### src/rtl/fir_pkg.sv
// Shared datapath encodings for the FIR sequencer: ALU opcodes and the
// register-file layout the controller addresses.
package fir_pkg;

   localparam logic [2:0] OP_NOP   = 3'd0;
   localparam logic [2:0] OP_COPY  = 3'd1;
   localparam logic [2:0] OP_LOAD1 = 3'd2;
   localparam logic [2:0] OP_LOAD2 = 3'd3;
   localparam logic [2:0] OP_ADD   = 3'd4;
   localparam logic [2:0] OP_SUB   = 3'd5;
   localparam logic [2:0] OP_MUL   = 3'd6;

   localparam logic [3:0] R_RES  = 4'd0;
   localparam logic [3:0] R_S1   = 4'd1;
   localparam logic [3:0] R_S2   = 4'd2;
   localparam logic [3:0] R_S3   = 4'd3;
   localparam logic [3:0] R_S4   = 4'd4;
   localparam logic [3:0] R_IN   = 4'd5;
   localparam logic [3:0] R_F0   = 4'd6;
   localparam logic [3:0] R_F1   = 4'd7;
   localparam logic [3:0] R_F2   = 4'd8;
   localparam logic [3:0] R_F3   = 4'd9;
   localparam logic [3:0] R_PROD = 4'd10;

   function automatic logic [3:0] coef_reg(input logic [1:0] idx);
      return R_F0 + {2'b00, idx};
   endfunction

endpackage

### src/rtl/fir_controller.sv
// FIR sequencer: loads coefficients, shifts in samples and drives the
// 4-tap multiply/accumulate chain (+F0 -F1 +F2 -F3) one datapath op per cycle.
module fir_controller
   import fir_pkg::*;
(
   input  logic       clk,
   input  logic       n_reset,
   input  logic       dr,
   input  logic       lc,
   input  logic [1:0] coefficient_num,
   input  logic       overflow,
   output logic       modwait,
   output logic       cnt_up,
   output logic       clear,
   output logic       err,
   output logic [2:0] op,
   output logic [3:0] src1,
   output logic [3:0] src2,
   output logic [3:0] dest
);

   typedef enum logic [4:0] {
      IDLE, LOADC, STORE, ZERO,
      SORT1, SORT2, SORT3, SORT4,
      MUL1, ADD1, MUL2, SUB1, MUL3, ADD2, MUL4, SUB2,
      EIDLE
   } state_e;

   state_e     state_q, state_d;
   logic [1:0] cidx_q, cidx_d;
   logic       modwait_q, modwait_d;

   always_ff @(posedge clk or negedge n_reset) begin
      if (!n_reset) begin
         state_q   <= IDLE;
         cidx_q    <= 2'd0;
         modwait_q <= 1'b0;
      end else begin
         state_q   <= state_d;
         cidx_q    <= cidx_d;
         modwait_q <= modwait_d;
      end
   end

   assign modwait = modwait_q;

   always_comb begin
      state_d = state_q;
      cidx_d  = cidx_q;
      case (state_q)
         IDLE, EIDLE: begin
            if (dr) begin
               state_d = STORE;
            end else if (lc) begin
               state_d = LOADC;
               cidx_d  = coefficient_num;
            end
         end
         LOADC: state_d = IDLE;
         STORE: state_d = dr ? ZERO : EIDLE;
         ZERO:  state_d = SORT1;
         SORT1: state_d = SORT2;
         SORT2: state_d = SORT3;
         SORT3: state_d = SORT4;
         SORT4: state_d = MUL1;
         MUL1:  state_d = ADD1;
         ADD1:  state_d = overflow ? EIDLE : MUL2;
         MUL2:  state_d = SUB1;
         SUB1:  state_d = overflow ? EIDLE : MUL3;
         MUL3:  state_d = ADD2;
         ADD2:  state_d = overflow ? EIDLE : MUL4;
         MUL4:  state_d = SUB2;
         SUB2:  state_d = overflow ? EIDLE : IDLE;
         default: state_d = IDLE;
      endcase
      // Registered busy flag tracks the state being entered.
      modwait_d = !((state_d == IDLE) || (state_d == EIDLE));
   end

   always_comb begin
      op     = OP_NOP;
      src1   = 4'd0;
      src2   = 4'd0;
      dest   = 4'd0;
      cnt_up = 1'b0;
      clear  = 1'b0;
      err    = 1'b0;
      case (state_q)
         LOADC: begin
            op    = OP_LOAD2;
            dest  = coef_reg(cidx_q);
            clear = (cidx_q == 2'd0);
         end
         STORE: begin
            op   = OP_LOAD1;
            dest = R_IN;
         end
         ZERO: begin
            op     = OP_SUB;
            src1   = R_RES;
            src2   = R_RES;
            dest   = R_RES;
            cnt_up = 1'b1;
         end
         SORT1: begin op = OP_COPY; src1 = R_S2; dest = R_S1; end
         SORT2: begin op = OP_COPY; src1 = R_S3; dest = R_S2; end
         SORT3: begin op = OP_COPY; src1 = R_S4; dest = R_S3; end
         SORT4: begin op = OP_COPY; src1 = R_IN; dest = R_S4; end
         MUL1:  begin op = OP_MUL; src1 = R_S1; src2 = R_F0; dest = R_PROD; end
         ADD1:  begin op = OP_ADD; src1 = R_RES; src2 = R_PROD; dest = R_RES; end
         MUL2:  begin op = OP_MUL; src1 = R_S2; src2 = R_F1; dest = R_PROD; end
         SUB1:  begin op = OP_SUB; src1 = R_RES; src2 = R_PROD; dest = R_RES; end
         MUL3:  begin op = OP_MUL; src1 = R_S3; src2 = R_F2; dest = R_PROD; end
         ADD2:  begin op = OP_ADD; src1 = R_RES; src2 = R_PROD; dest = R_RES; end
         MUL4:  begin op = OP_MUL; src1 = R_S4; src2 = R_F3; dest = R_PROD; end
         SUB2:  begin op = OP_SUB; src1 = R_RES; src2 = R_PROD; dest = R_RES; end
         EIDLE: err = 1'b1;
         default: ;
      endcase
   end

endmodule

### config.mk
export PLATFORM = sky130hd
export DESIGN_NAME = fir_controller
export DESIGN_NICKNAME = d
export VERILOG_FILES = /design/src/rtl/fir_pkg.sv /design/src/rtl/fir_controller.sv
export SDC_FILE = /design/constraint.sdc
export NUM_CORES = 1
export LEC_CHECK = 0
export ABC_CLOCK_PERIOD_IN_PS = 1200
export CAP_MARGIN = 20
export CORE_MARGIN = 2
export CORE_UTILIZATION = 39
export DETAILED_ROUTE_END_ITERATION = 6
export PLACE_DENSITY = 0.76
export REMOVE_ABC_BUFFERS = 1
export SKIP_CTS_REPAIR_TIMING = 1
export SLEW_MARGIN = 20
export SYNTH_ARGS = -nofsm -noshare
export SYNTH_HDL_FRONTEND = slang
export SYNTH_SLANG_ARGS = --single-unit
### constraint.sdc
create_clock -name clk -period 1.2 [get_ports clk]
set_input_delay 0.18 -clock clk [delete_from_list [all_inputs] [get_ports clk]]
set_output_delay 0.18 -clock clk [all_outputs]
set_load 0.02 [all_outputs]
## Word-level counts from Yosys, hierarchy flattened

Index checks and enable logic that the tools add are counted.

- Register bits after elaboration: 8
- Input port bits: 7
- Word-level logic and storage cells: 52

- Bitwise gates (word level): 1
- Multiplexer cells: 15
- Reductions and logical operators: 15
- Eq/ne operators: 17
- Add/sub/neg operators: 1

Operators with widths:

| operator | number |
|---|---|
| one-hot mux 5 bit (15 select lines) | 1 |
| equality test 5 x 4 -> 1 bit (second input constant) | 8 |
| two-way mux 5 bit | 7 |
| one-hot mux 4 bit (7 select lines) | 1 |
| equality test 5 x 3 -> 1 bit (second input constant) | 4 |
| one-hot mux 4 bit (5 select lines) | 1 |
| one-hot mux 3 bit (6 select lines) | 1 |
| one-hot mux 3 bit (5 select lines) | 1 |
| OR reduction 4 bit | 3 |
| equality test 5 x 2 -> 1 bit (second input constant) | 2 |
| equality test 5 bit (second input constant) | 2 |
| logical NOT 5 bit | 2 |
| OR reduction 2 bit | 5 |
| equality test 5 x 1 -> 1 bit (second input constant) | 1 |
| adder 3 x 2 -> 4 bit (first input constant) | 1 |
| two-way mux 1 bit | 3 |
| AND reduction 3 bit | 1 |
| OR reduction 3 bit | 1 |
| logical NOT 2 bit | 1 |
| logical NOT 1 bit | 1 |
| logical OR 1 bit | 1 |
| inverter 1 bit | 1 |

## Depth between registers and ports, before layout

Gate-level depths: netlist (run 1).

- Depth after elaboration: 6
- Depth in mapped cells: 5

## Worst setup path before layout (run 1)

OpenSTA, ideal clock, no wires.

- Path type: register -> output
- Start point: reg state_q[1]
- End point: out dest[2]
- Arrival time: 1.490 ns
- Setup slack: -0.470 ns
- Stages on the path, launching flop included: 5
- Cell sequence: dfrtp_1 buf_6 nor3_1 nor3_1 a2111oi_2

- Cells in the longest elaborated chain, start to end: 3
- Elaborated cells on any way between the ends: 12
- Classes of those cells: 10 x eq/ne; 1 x mux; 1 x reduce/logical

Ends and longest elaborated chain:

| item | line | RTL |
|---|---|---|
| from (decl) | fir_controller.sv:29 | `state_e state_q, state_d;` |
| from (signal assigned) | fir_controller.sv:39 | `state_q <= state_d;` |
| equality test 5 x 4 -> 1 bit | fir_controller.sv:88 | `case (state_q)` |
| OR reduction 4 bit (no line) | -- |  |
| one-hot mux 4 bit (7 select lines) (*) | fir_controller.sv:88 |  |
| to (decl) | fir_controller.sv:19 | `output logic [3:0] dest` |

Every way passes the cells marked *; elsewhere a longest branch is shown, timed or not.

## Final worst setup path (run 1)

- Start point: reg state_q[0]
- End point: out clear

- Cells in the longest elaborated chain, start to end: 2

Ends and longest elaborated chain:

| item | line | RTL |
|---|---|---|
| equality test 5 x 1 -> 1 bit | fir_controller.sv:88 |  |
| two-way mux 1 bit | fir_controller.sv:88 |  |
| to (decl) | fir_controller.sv:14 | `output logic clear,` |

Every way passes these cells.

==> summary.md, run 1 <==
| Metric | Value |
|---|---|
| Detail Route Antenna Nets | 0 |
| Final core occ | 0.865 |
| Via count | 1015 |
| Residual DRC | 0 |
| Fillers | 105 |
| CTS Buf Count | 3 |
| Violated checks | negative setup slack |
| Register area share after synthesis | 0.269 |
| Status | complete, but fails checks |
| Via/cell ratio | 5.80 |
| Synth Flop Type | dfrtp_1 |
| Design Area, Final | 1530 sq um |
| #FFs+latches synth | 8 |
| Setup TNS | -9410 ps |
| H-tree Lvls | 1 |
| Layout cells sized above 1 | 0.653 |
| Setup crit start kind | register |
| Register Area | 205 sq um |
| Number of global-route vias before repair | 777 |
| Crit Path Max Fanout | 3 |
| Endpoints failing setup | 25 |
| End of the critical path | clear |
| Fin. max-slew vios | 0 |
| FFs w/ async S/R, synth | 1.00 |
| Initial antenna violation count | 0 |
| Synth Cell Area | 743 sq um |
| Die width | 47.7 um |
| Tot GR Track Use | 0.218 |
| Most frequent cells in the layout | 37 x buf_4, 18 x buf_6, 6 x nor2_1, 6 x clkdlybuf4s50_1, 5 x a21oi_1 |
| Worst setup path startpoint | state_q[0]$_DFF_PN0_ |
| Largest net degree at the start of global routing | 15 |
| Setup Skew | 0.217 ps |
| Max Freq | 0.584 GHz |
| Wire per inst | 19.5 um |
| Synth unique cells | 39 |
| GPL Wtd Cong | 0.829 |
| Initial DRC Count | 20 |
| Total Wirelength | 3.42 mm |
| Mapped Cells | 94 |
| Post-DP HPWL | 1.77 mm |
| Data arrival, critical path | 1530 ps |
| Yosys warning total | 0 |
| Crit path time final | 1710 ps |
| # diodes | 0 |
| Clock slew at reported path FFs | 50 ps |
| Min-delay worst type | input port to async pin |
| Reg2reg end | modwait$_DFF_PN0_ |
| Global-route wire length before repair | 3.44 mm |
| Footprint of the multi-input gates | 683 sq um |
| Peak VDD IR | 2300 uV |
| Max cap viols | 0 |
| Final Net Count | 159 |
| Fin. Hold Viols | 0 |
| Port bufs | 24 |
| Rows | 15 |
| Commonest non-fill, non-tap cell in the layout | buf_4 |
| Die Y | 47.7 um |
| PD cells | 3130 nW/um^2 |
| Leakage | 0.638 nW |
| EDFF count, synth | 0 |
| # clock sinks | 8 |
| Synth Area per Inst | 7.91 sq um |
| I/O pin total | 26 |
| Layout area overhead | 105% |
| Worst Path Class, Setup | register to primary output |
| Clk_lat worst skew | 250 ps |
| RSZ-0062 raised after global routing | yes |
| Crit path required time | 1020 ps |
| Die area | 2270 sq um |
| GRT Residual Overflow | 0 |
| CTS max path bufs | 2 |
| Fin crit share | 1.43 |
| Initial core utilization | 0.421 |
| Reg2reg setup slack | -480 ps |
| Core area | 1760 sq um |
| Placed inst area | 1160 sq um |
| Drt pass-1 iters | 4 |
| Crit. End Element | primary output |
| Root Buffer | clkbuf_4 |
| CTS tree | built |
| R2r startpoint | state_q[0]$_DFF_PN0_ |
| Depth of the most critical reg-to-reg path | 7 |
| Setup ws final | -514 ps |
[where the power goes]
group	total (mW)	switching [mW]	internal [mW]
registers	0.619	0.218	0.401
logic	3.96	2.06	1.90
clock network	0.202	0.0881	0.114
total	4.78	2.37	2.41
[state kept, by name (all words and copies together), names as in the netlist]
name and count:
modwait 1, state_q 5, cidx_q 2
[worst min-delay path by stage]
stage	end	slack, ps
after floorplan	cidx_q[0]$_DFFE_PN0P_	-120
after global placement	state_q[3]$_DFF_PN0_	480
after detailed placement	state_q[2]$_DFF_PN0_	470
after CTS	state_q[2]$_DFF_PN0_	210
after global routing	modwait$_DFF_PN0_	220
final	cidx_q[0]$_DFFE_PN0P_	210
[layer usage]
layer | routed length [um] | GRT usage | vias up
li1 | - | - | 450
met1 | 1280 | 0.268 | 499
met3 | 225 | 0.0604 | 8
met2 | 1860 | 0.381 | 58
met4 | 61 | 0.0486 | 0
met5 | 0 | 0 | -
[cells in the mapped netlist, drive strengths merged (2+ instances only)]
library cell  instances  share of area
nor2                 11          0.056
o21ai                 8          0.054
inv                   4          0.020
dfrtp                 8           0.27
a22oi                 2          0.027
a21oi                 7          0.047
nor4                  4          0.054
mux2                  2          0.030
buf                   9          0.081
and2                  2          0.020
a211oi                2          0.020
nor2b                 2          0.027
nand3                 4          0.027
a32oi                 2          0.024
nand2                 8          0.040
nor3                  5          0.034
[critical path, stage by stage, from the launching register on]
cell      delay [ps]
dfrtp_1          420
inv_1            100
nor3_2           230
nor4bb_4         340
buf_4            190
[layout make-up]
cell class	count	area share
multi-input combinational	72	0.448
timing repair buffer	63	0.372
sequential	8	0.135
tap	25	0.0205
clock buffer	3	0.0148
inverter	4	0.00984
[per-stage QoR]
stage	hold WS, ps	setup slack (ps)	std cells	total power, mW
4_1_cts	206	-988	164	3.59
3_3_place_gp	477	-684	161	3.31
6_report	208	-514	175	4.78
3_5_place_dp	474	-706	161	3.37
5_1_grt	225	-564	175	4.97
2_1_floorplan	-116	-739	84	1.98
[kinds of logic after synthesis]
logic type,after synthesis,synth area share
other cells,1,0.00505
buf+inv,14,0.106
compound gates,27,0.269
simple gates,41,0.308
mux,2,0.0303
flops,8,0.269
xor+xnor,1,0.0118
(Power assumes the default switching activity.)
==> run 2: changes to the inputs <==
--- a/config.mk
+++ b/config.mk
@@ -10,10 +10,11 @@
 export CORE_MARGIN = 2
 export CORE_UTILIZATION = 39
 export DETAILED_ROUTE_END_ITERATION = 6
+export HOLD_SLACK_MARGIN = 0.12
 export PLACE_DENSITY = 0.76
 export REMOVE_ABC_BUFFERS = 1
 export SKIP_CTS_REPAIR_TIMING = 1
-export SLEW_MARGIN = 20
+export SLEW_MARGIN = 10
 export SYNTH_ARGS = -nofsm -noshare
 export SYNTH_HDL_FRONTEND = slang
 export SYNTH_SLANG_ARGS = --single-unit
==> results of run 2 <==
No change in the layout: final DEF, timing and power equal those of run 1.
